`src/rtl/ureg_shift_ctrl_if.sv`:
```
// ureg_shift_ctrl_if: command handshake plus register-drive signals between sequencer and its environment.
interface ureg_shift_ctrl_if #(
    parameter int WIDTH = 8,
    parameter int CNT_W = 4
);
    logic             cmd_valid;
    logic             cmd_ready;
    logic [1:0]       cmd_op;
    logic [WIDTH-1:0] cmd_data;
    logic [CNT_W-1:0] cmd_amt;
    logic             cmd_fill;
    logic [WIDTH-1:0] q_in;
    logic [WIDTH-1:0] D;
    logic             S1;
    logic             S0;
    logic             SDR;
    logic             SDL;
    logic             busy;
    logic             done;

    modport master (
        output cmd_valid, cmd_op, cmd_data, cmd_amt, cmd_fill, q_in,
        input  cmd_ready, D, S1, S0, SDR, SDL, busy, done
    );

    modport slave (
        input  cmd_valid, cmd_op, cmd_data, cmd_amt, cmd_fill, q_in,
        output cmd_ready, D, S1, S0, SDR, SDL, busy, done
    );
endinterface

```
`src/rtl/ureg_shift_ctrl.sv`:
```
// ureg_shift_ctrl: sequences LOAD/SHR/SHL/ROR commands onto a universal shift register's S1,S0,D,SDL,SDR.
// Define UREG_ROTATE_EN to make op 11 a true rotate right (SDR fed from q_in[0]); otherwise it behaves as SHR.
module ureg_shift_ctrl #(
    parameter int WIDTH = 8,
    parameter int CNT_W = 4
) (
    input logic              clk,
    input logic              CLR,
    ureg_shift_ctrl_if.slave bus
);
    typedef enum logic [1:0] {IDLE, LOAD, SHIFT, DONE} state_e;
    typedef enum logic [1:0] {OP_LOAD, OP_SHR, OP_SHL, OP_ROR} op_e;

    state_e           state_q, state_d;
    op_e              op_q, op_d;
    logic             fill_q, fill_d;
    logic [CNT_W-1:0] cnt_q, cnt_d;
    logic [1:0]       s_q, s_d;
    logic [WIDTH-1:0] d_q, d_d;
    logic             accept;
    logic             right_bit;

    assign accept = bus.cmd_valid && bus.cmd_ready;

    always_comb begin
        state_d = state_q;
        op_d    = op_q;
        fill_d  = fill_q;
        cnt_d   = cnt_q;
        s_d     = s_q;
        d_d     = d_q;
        case (state_q)
            IDLE: if (accept) begin
                op_d   = op_e'(bus.cmd_op);
                fill_d = bus.cmd_fill;
                cnt_d  = bus.cmd_amt;
                if (op_e'(bus.cmd_op) == OP_LOAD) begin
                    state_d = LOAD;
                    s_d     = 2'b11;
                    d_d     = bus.cmd_data;
                end else if (bus.cmd_amt != '0) begin
                    state_d = SHIFT;
                    s_d     = (op_e'(bus.cmd_op) == OP_SHL) ? 2'b10 : 2'b01;
                end else begin
                    state_d = DONE;
                end
            end
            LOAD: begin
                state_d = DONE;
                s_d     = 2'b00;
                d_d     = '0;
            end
            SHIFT: begin
                cnt_d   = cnt_q - CNT_W'(1);
                state_d = (cnt_q == CNT_W'(1)) ? DONE : SHIFT;
                s_d     = (cnt_q == CNT_W'(1)) ? 2'b00 : s_q;
            end
            default: state_d = IDLE;
        endcase
    end

    always_ff @(posedge clk or posedge CLR) begin
        if (CLR) begin
            state_q <= IDLE;
            op_q    <= OP_LOAD;
            fill_q  <= 1'b0;
            cnt_q   <= '0;
            s_q     <= 2'b00;
            d_q     <= '0;
        end else begin
            state_q <= state_d;
            op_q    <= op_d;
            fill_q  <= fill_d;
            cnt_q   <= cnt_d;
            s_q     <= s_d;
            d_q     <= d_d;
        end
    end

`ifdef UREG_ROTATE_EN
    // Rotation feeds back the register's current LSB, so this path is combinational from q_in.
    assign right_bit = (op_q == OP_ROR) ? bus.q_in[0] : fill_q;
`else
    assign right_bit = fill_q;
`endif

    assign bus.cmd_ready = (state_q == IDLE) && !CLR;
    assign bus.busy      = (state_q != IDLE);
    assign bus.done      = (state_q == DONE);
    assign bus.S1        = s_q[1];
    assign bus.S0        = s_q[0];
    assign bus.D         = d_q;
    assign bus.SDL       = (state_q == SHIFT) && (op_q == OP_SHL) && fill_q;
    assign bus.SDR       = (state_q == SHIFT) && (op_q != OP_SHL) && right_bit;
endmodule

```
`src/flat_wrapper.sv`:
```
// flat-port wrapper written by rule: the top's interface ports become plain ports
module ureg_shift_ctrl_flat 
#(
    parameter int WIDTH = 8,
    parameter int CNT_W = 4
)
  (clk, CLR, bus_cmd_valid, bus_cmd_op, bus_cmd_data, bus_cmd_amt, bus_cmd_fill, bus_q_in, bus_cmd_ready, bus_D, bus_S1, bus_S0, bus_SDR, bus_SDL, bus_busy, bus_done);
  ureg_shift_ctrl_if #(.WIDTH(WIDTH), .CNT_W(CNT_W)) bus_i ();
  input logic clk;
  input logic CLR;
  input wire logic [$bits(bus_i.cmd_valid)-1:0] bus_cmd_valid;
  input wire logic [$bits(bus_i.cmd_op)-1:0] bus_cmd_op;
  input wire logic [$bits(bus_i.cmd_data)-1:0] bus_cmd_data;
  input wire logic [$bits(bus_i.cmd_amt)-1:0] bus_cmd_amt;
  input wire logic [$bits(bus_i.cmd_fill)-1:0] bus_cmd_fill;
  input wire logic [$bits(bus_i.q_in)-1:0] bus_q_in;
  output wire logic [$bits(bus_i.cmd_ready)-1:0] bus_cmd_ready;
  output wire logic [$bits(bus_i.D)-1:0] bus_D;
  output wire logic [$bits(bus_i.S1)-1:0] bus_S1;
  output wire logic [$bits(bus_i.S0)-1:0] bus_S0;
  output wire logic [$bits(bus_i.SDR)-1:0] bus_SDR;
  output wire logic [$bits(bus_i.SDL)-1:0] bus_SDL;
  output wire logic [$bits(bus_i.busy)-1:0] bus_busy;
  output wire logic [$bits(bus_i.done)-1:0] bus_done;
  assign bus_i.cmd_valid = bus_cmd_valid;
  assign bus_i.cmd_op = bus_cmd_op;
  assign bus_i.cmd_data = bus_cmd_data;
  assign bus_i.cmd_amt = bus_cmd_amt;
  assign bus_i.cmd_fill = bus_cmd_fill;
  assign bus_i.q_in = bus_q_in;
  assign bus_cmd_ready = bus_i.cmd_ready;
  assign bus_D = bus_i.D;
  assign bus_S1 = bus_i.S1;
  assign bus_S0 = bus_i.S0;
  assign bus_SDR = bus_i.SDR;
  assign bus_SDL = bus_i.SDL;
  assign bus_busy = bus_i.busy;
  assign bus_done = bus_i.done;
  ureg_shift_ctrl #(.WIDTH(WIDTH), .CNT_W(CNT_W)) u_core (.clk(clk), .CLR(CLR), .bus(bus_i));
endmodule
```
`config.mk`:
```
export PLATFORM = sky130hd
export DESIGN_NAME = ureg_shift_ctrl_flat
export DESIGN_NICKNAME = d
export VERILOG_FILES = /design/src/rtl/ureg_shift_ctrl_if.sv /design/src/rtl/ureg_shift_ctrl.sv /design/src/flat_wrapper.sv
export SDC_FILE = /design/constraint.sdc
export NUM_CORES = 1
export LEC_CHECK = 0
export CAP_MARGIN = 0
export CORE_MARGIN = 2
export CORE_UTILIZATION = 30
export DETAILED_ROUTE_END_ITERATION = 12
export SKIP_CTS_REPAIR_TIMING = 1
export SLEW_MARGIN = 20
export SYNTH_ARGS = -nofsm -noshare
export SYNTH_HDL_FRONTEND = slang
export SYNTH_SLANG_ARGS = --single-unit
```
`constraint.sdc`:
```
create_clock -name clk -period 1.9 [get_ports clk]
set_input_delay 0.38 -clock clk [delete_from_list [all_inputs] [get_ports clk]]
set_output_delay 0.38 -clock clk [all_outputs]
set_load 0.02 [all_outputs]
```
# Word-level counts from Yosys, hierarchy flattened
# Cells that the tools add are included.
# totals
register_bits,19
# op_classes
add_sub_neg,1
muxes,16
eq_ne,11
n_reduce_logical,18
# op_table
operator,n
2-to-1 mux 8 bit,2
case mux 8 bit (2 select lines),1
2-to-1 mux 2 bit,7
case mux 2 bit (3 select lines),2
"== test 2 bit, second input constant",4
case mux 4 bit (2 select lines),1
logical AND 1 bit,6
"!= test 2 x 1 -> 1 bit, second input constant",3
nonzero test 2 bit,3
"== test 4 x 1 -> 1 bit, second input constant",1
logical NOT 2 bit,2
2-to-1 mux 4 bit,1
AND reduction 2 bit,2
AND reduction 4 bit,1
nonzero test 4 bit,1
"subtractor 4 x 1 -> 4 bit, second input constant",1
"!= test 3 x 1 -> 1 bit, second input constant",1
AND reduction 3 bit,1
nonzero test 3 bit,1
"== test 2 x 1 -> 1 bit, second input constant",1
2-to-1 mux 1 bit,2
"!= test 2 bit, second input constant",1
logical NOT 1 bit,1

# Longest topological paths before layout
# Gate-level depths: netlist of the first run.
# logic_depth
word_depth,6
mapped_depth,7

# Least setup slack after synthesis of the first run
# Ideal clock, no wire load.
# synth_path
kind,register to output
startpoint,register u_core.state_q[0]
endpoint,output port bus_SDL
required_ns,1.520
slack_ns,0.152
path_stages_with_launch,5
arrival_ns,1.368
path_buffers,0
path_cell_list,dfrtp_1 inv_1 ha_1 nand2_1 nor3b_1
# synth_between
elab_chain_len,3
# synth_rtl
item,line_no,rtl
"start, declared",ureg_shift_ctrl.sv:14,"state_e state_q, state_d;"
"start signal, assigned",ureg_shift_ctrl.sv:71,state_q <= state_d;
== test 2 bit,ureg_shift_ctrl.sv:93,assign bus.SDL = (state_q == SHIFT) && (op_q == OP_SHL) && fill_q;
logical AND 1 bit (2 in a row),ureg_shift_ctrl.sv:93,
"end, declared",flat_wrapper.sv:22,output wire logic [$bits(bus_i.SDL)-1:0] bus_SDL;
# Every way passes these cells.

# Worst setup path after layout of the first run
# Same ends and word-level chain as after synthesis.

==> out/metrics.csv, run 1 <==
stage,metric,value,unit
outcome,status,"complete, no violations",
timing,max_slew_margin,78.7,%
synthesis,ys_warn_count,0,
place,dp_slack,-0.138,ns
final_layout,nNetsFinal,189,
floorplan,rows,21,
synthesis,synth_top_area_share,43.9,%
detailed_routing,ant_nets,0,
timing,fin_skew,0.0109,ns
synthesis,synth_area_per_cell,10.2,um2
pwr,power.density,1380,mW/mm2
clock_network,path_clk_slew,0.12,ns
place,gp_congestion,0.759,
final_layout,diodes,0,
global_route,grt_pass1_wl,4440,um
global_route,grt_pass1_vias,1000,
timing,grt_setup_unrepaired,no,
synthesis,synth_nets,139,
timing,tightest_slew,0.318,ns
synthesis,synth_seq_area_share,43.9,%
synthesis,syn_area,0.00108,mm2
global_route,grtUsageTotal,13.8,%
final_layout,finalNonFillerCells,201,
clock_network,clockBufferDepth,2,
setup_path,criticalPathCategory,reg -> out,
final_layout,final_common_cell,clkdlybuf4s50_1,
place,hpwl,2030,um
pwr,p_leak,0.782,nW
timing,fin_crit_sh,93.6,%
setup_path,start_kind,flop,
worst_hold_path,hp-class,in -> async,
final_layout,drive_gt1_share,21.3,%
detailed_routing,routed-via-count,984,
detailed_routing,firstDrtPassIters,4,
job,cap_viol_max_count,0,
timing,finalMaxSlewViolations,0,
timing,fin_crit,1.78,ns
detailed_routing,routed_wl,2600,um
floorplan,die_width,64.1,um
global_route,grt_max_degree,14,
floorplan,fp.dieArea,0.00411,mm2
clock_network,clock_sinks,19,
pwr,ir_worst_vdd,0.588,mV
timing,max_freq,0.563,GHz
setup_path,endpoint_kind,output pin,
floorplan,pin_count,41,
detailed_routing,drc,0,
final_layout,fillers,329,
place,port_buffers,32,
synthesis,synth_top_flop_cell,dfrtp_1,
floorplan,die_y,64.1,um
clock_network,cts_tree,built,
floorplan,start_util,31.7,%
setup_path,cp_data_arrival_time,1.40,ns
timing,finalSetupViolCount,0,
detailed_routing,wire_per_inst,13.0,um
synthesis,synth_top_area_cell,dfrtp_1,
synthesis,synth_cells,106,
clock_network,cts.htree.levels,1,
timing,holdWs,0.455,ns
timing,hold_viol,0,
detailed_routing,drt_iter0_markers,37,
detailed_routing,vias_per_cell,4.90,
clock_network,cts_buffers,3,
synthesis,netlist_top_cells_area,"dfrtp_1 44%, ha_1 8.1%, mux2i_1 4.6%",
synthesis,async_reset_ff_share,100,%
setup_path,crit_path_max_fanout,2,
clock_network,cts-root-buf,clkbuf_4,
global_route,grt-ovfl-total,0,
final_layout,syn2layout_area_growth,47.3,%
floorplan,core_region_area,0.00342,mm2
timing,fin_ws,0.123,ns
synthesis,synth-edff-count,0,
clock_network,clk_latency,0.30,ns
final_layout,final_cell_mix,"27 x clkdlybuf4s50_1, 19 x dfrtp_1, 13 x buf_4, 10 x inv_1, 9 x a21oi_1",
global_route,antenna_found_initial,0,
place,dp.cells,197,
setup_path,cp.required,1.52,ns
synthesis,yosysUniqueCellTypes,33,
synthesis,yosys_register_bits,19,
-- synthesized netlist by cell type (2+ instances only) --
master,instances
nand2_1,4
mux2_2,4
nor3b_1,2
mux2i_1,5
nor2_1,6
a22o_1,3
nand3b_1,2
nand3_1,6
a21oi_1,9
dfrtp_1,19
o21ai_0,5
inv_1,10
ha_1,7
o21ai_1,5
-- sequential cells by signal, summed over array words and instances (netlist names) --
name            flops
u_core.bus.D        8
u_core.cnt_q        4
u_core.op_q         2
u_core.s_q          2
u_core.state_q      2
u_core.fill_q       1
-- final timing paths --
check	depth (start not counted)	startpoint	slack, ns	to
min in group clk	1	u_core.cnt_q[0]$_DFFE_PP0P_	0.52	u_core.cnt_q[0]$_DFFE_PP0P_
max reg2reg	8	u_core.state_q[0]$_DFFE_PP0N_	0.16	u_core.bus.D[1]$_DFFE_PP0P_
min	3	CLR	0.45	u_core.bus.D[3]$_DFFE_PP0P_
min reg2reg	1	u_core.cnt_q[0]$_DFFE_PP0P_	0.52	u_core.cnt_q[0]$_DFFE_PP0P_
max	5	u_core.state_q[0]$_DFFE_PP0N_	0.12	bus_SDL
max in group asynchronous	4	CLR	0.95	u_core.fill_q$_DFFE_PP0P_
-- cell type report --
class,instances,area (um2),area share (%)
Multi-Input combinational cell,75,559,35.0
Sequential cell,19,475,29.8
Timing Repair Buffer,47,439,27.5
Tap cell,46,57.6,3.61
Inverter,10,37.5,2.35
Clock buffer,3,22.5,1.41
Clock inverter,1,5.00,0.313
-- worst max-delay path: stages (launching register included) --
cell,delay [ns]
dfrtp_1,0.40
inv_1,0.08
ha_1,0.18
nand2_1,0.09
nor3b_2,0.17
buf_2,0.18
-- per-layer routing --
layer  global-route usage [%]  up-vias  wire [um]
li1                         -      481          -
met1                     17.0      471       1160
met2                     23.7       26       1290
met3                     2.29        6        114
met4                     6.12        0         42
met5                        0        -          0
-- report_power, final --
group / switching [mW] / internal, mW / total (mW)
Clock: 0.130 / 0.0784 / 0.209
Sequential: 0.126 / 0.576 / 0.702
Combinational: 0.657 / 0.631 / 1.29
-- per-stage QoR --
stage               setup TNS (ns)  util [%]  total power, mW  area (um2)
floorplan                        0         -             1.51        1080
global placement            -0.266      46.0             1.97        1570
detailed placement          -0.328      46.0             2.01        1570
CTS                          -1.37      46.8             2.23        1600
global route                     0      46.7             2.40        1600
finish                           0      46.7             2.20        1600
-- cells by family after synthesis --
group,Yosys count,share of synthesized area [%]
AOI/OAI and AO/OA,31,18.5
buffers and inverters,12,4.97
DFF,19,43.9
and+or+nand+nor,28,15.8
muxes,9,8.78
adders and majority gates,7,8.08
Note: power is estimated with default switching activity, not from simulation.
==> run 2, diff against run 1 <==
SLEW_MARGIN = 15   (was 20)
==> results of run 2 <==
The final DEF is identical to that of run 1; final timing and power are the same.
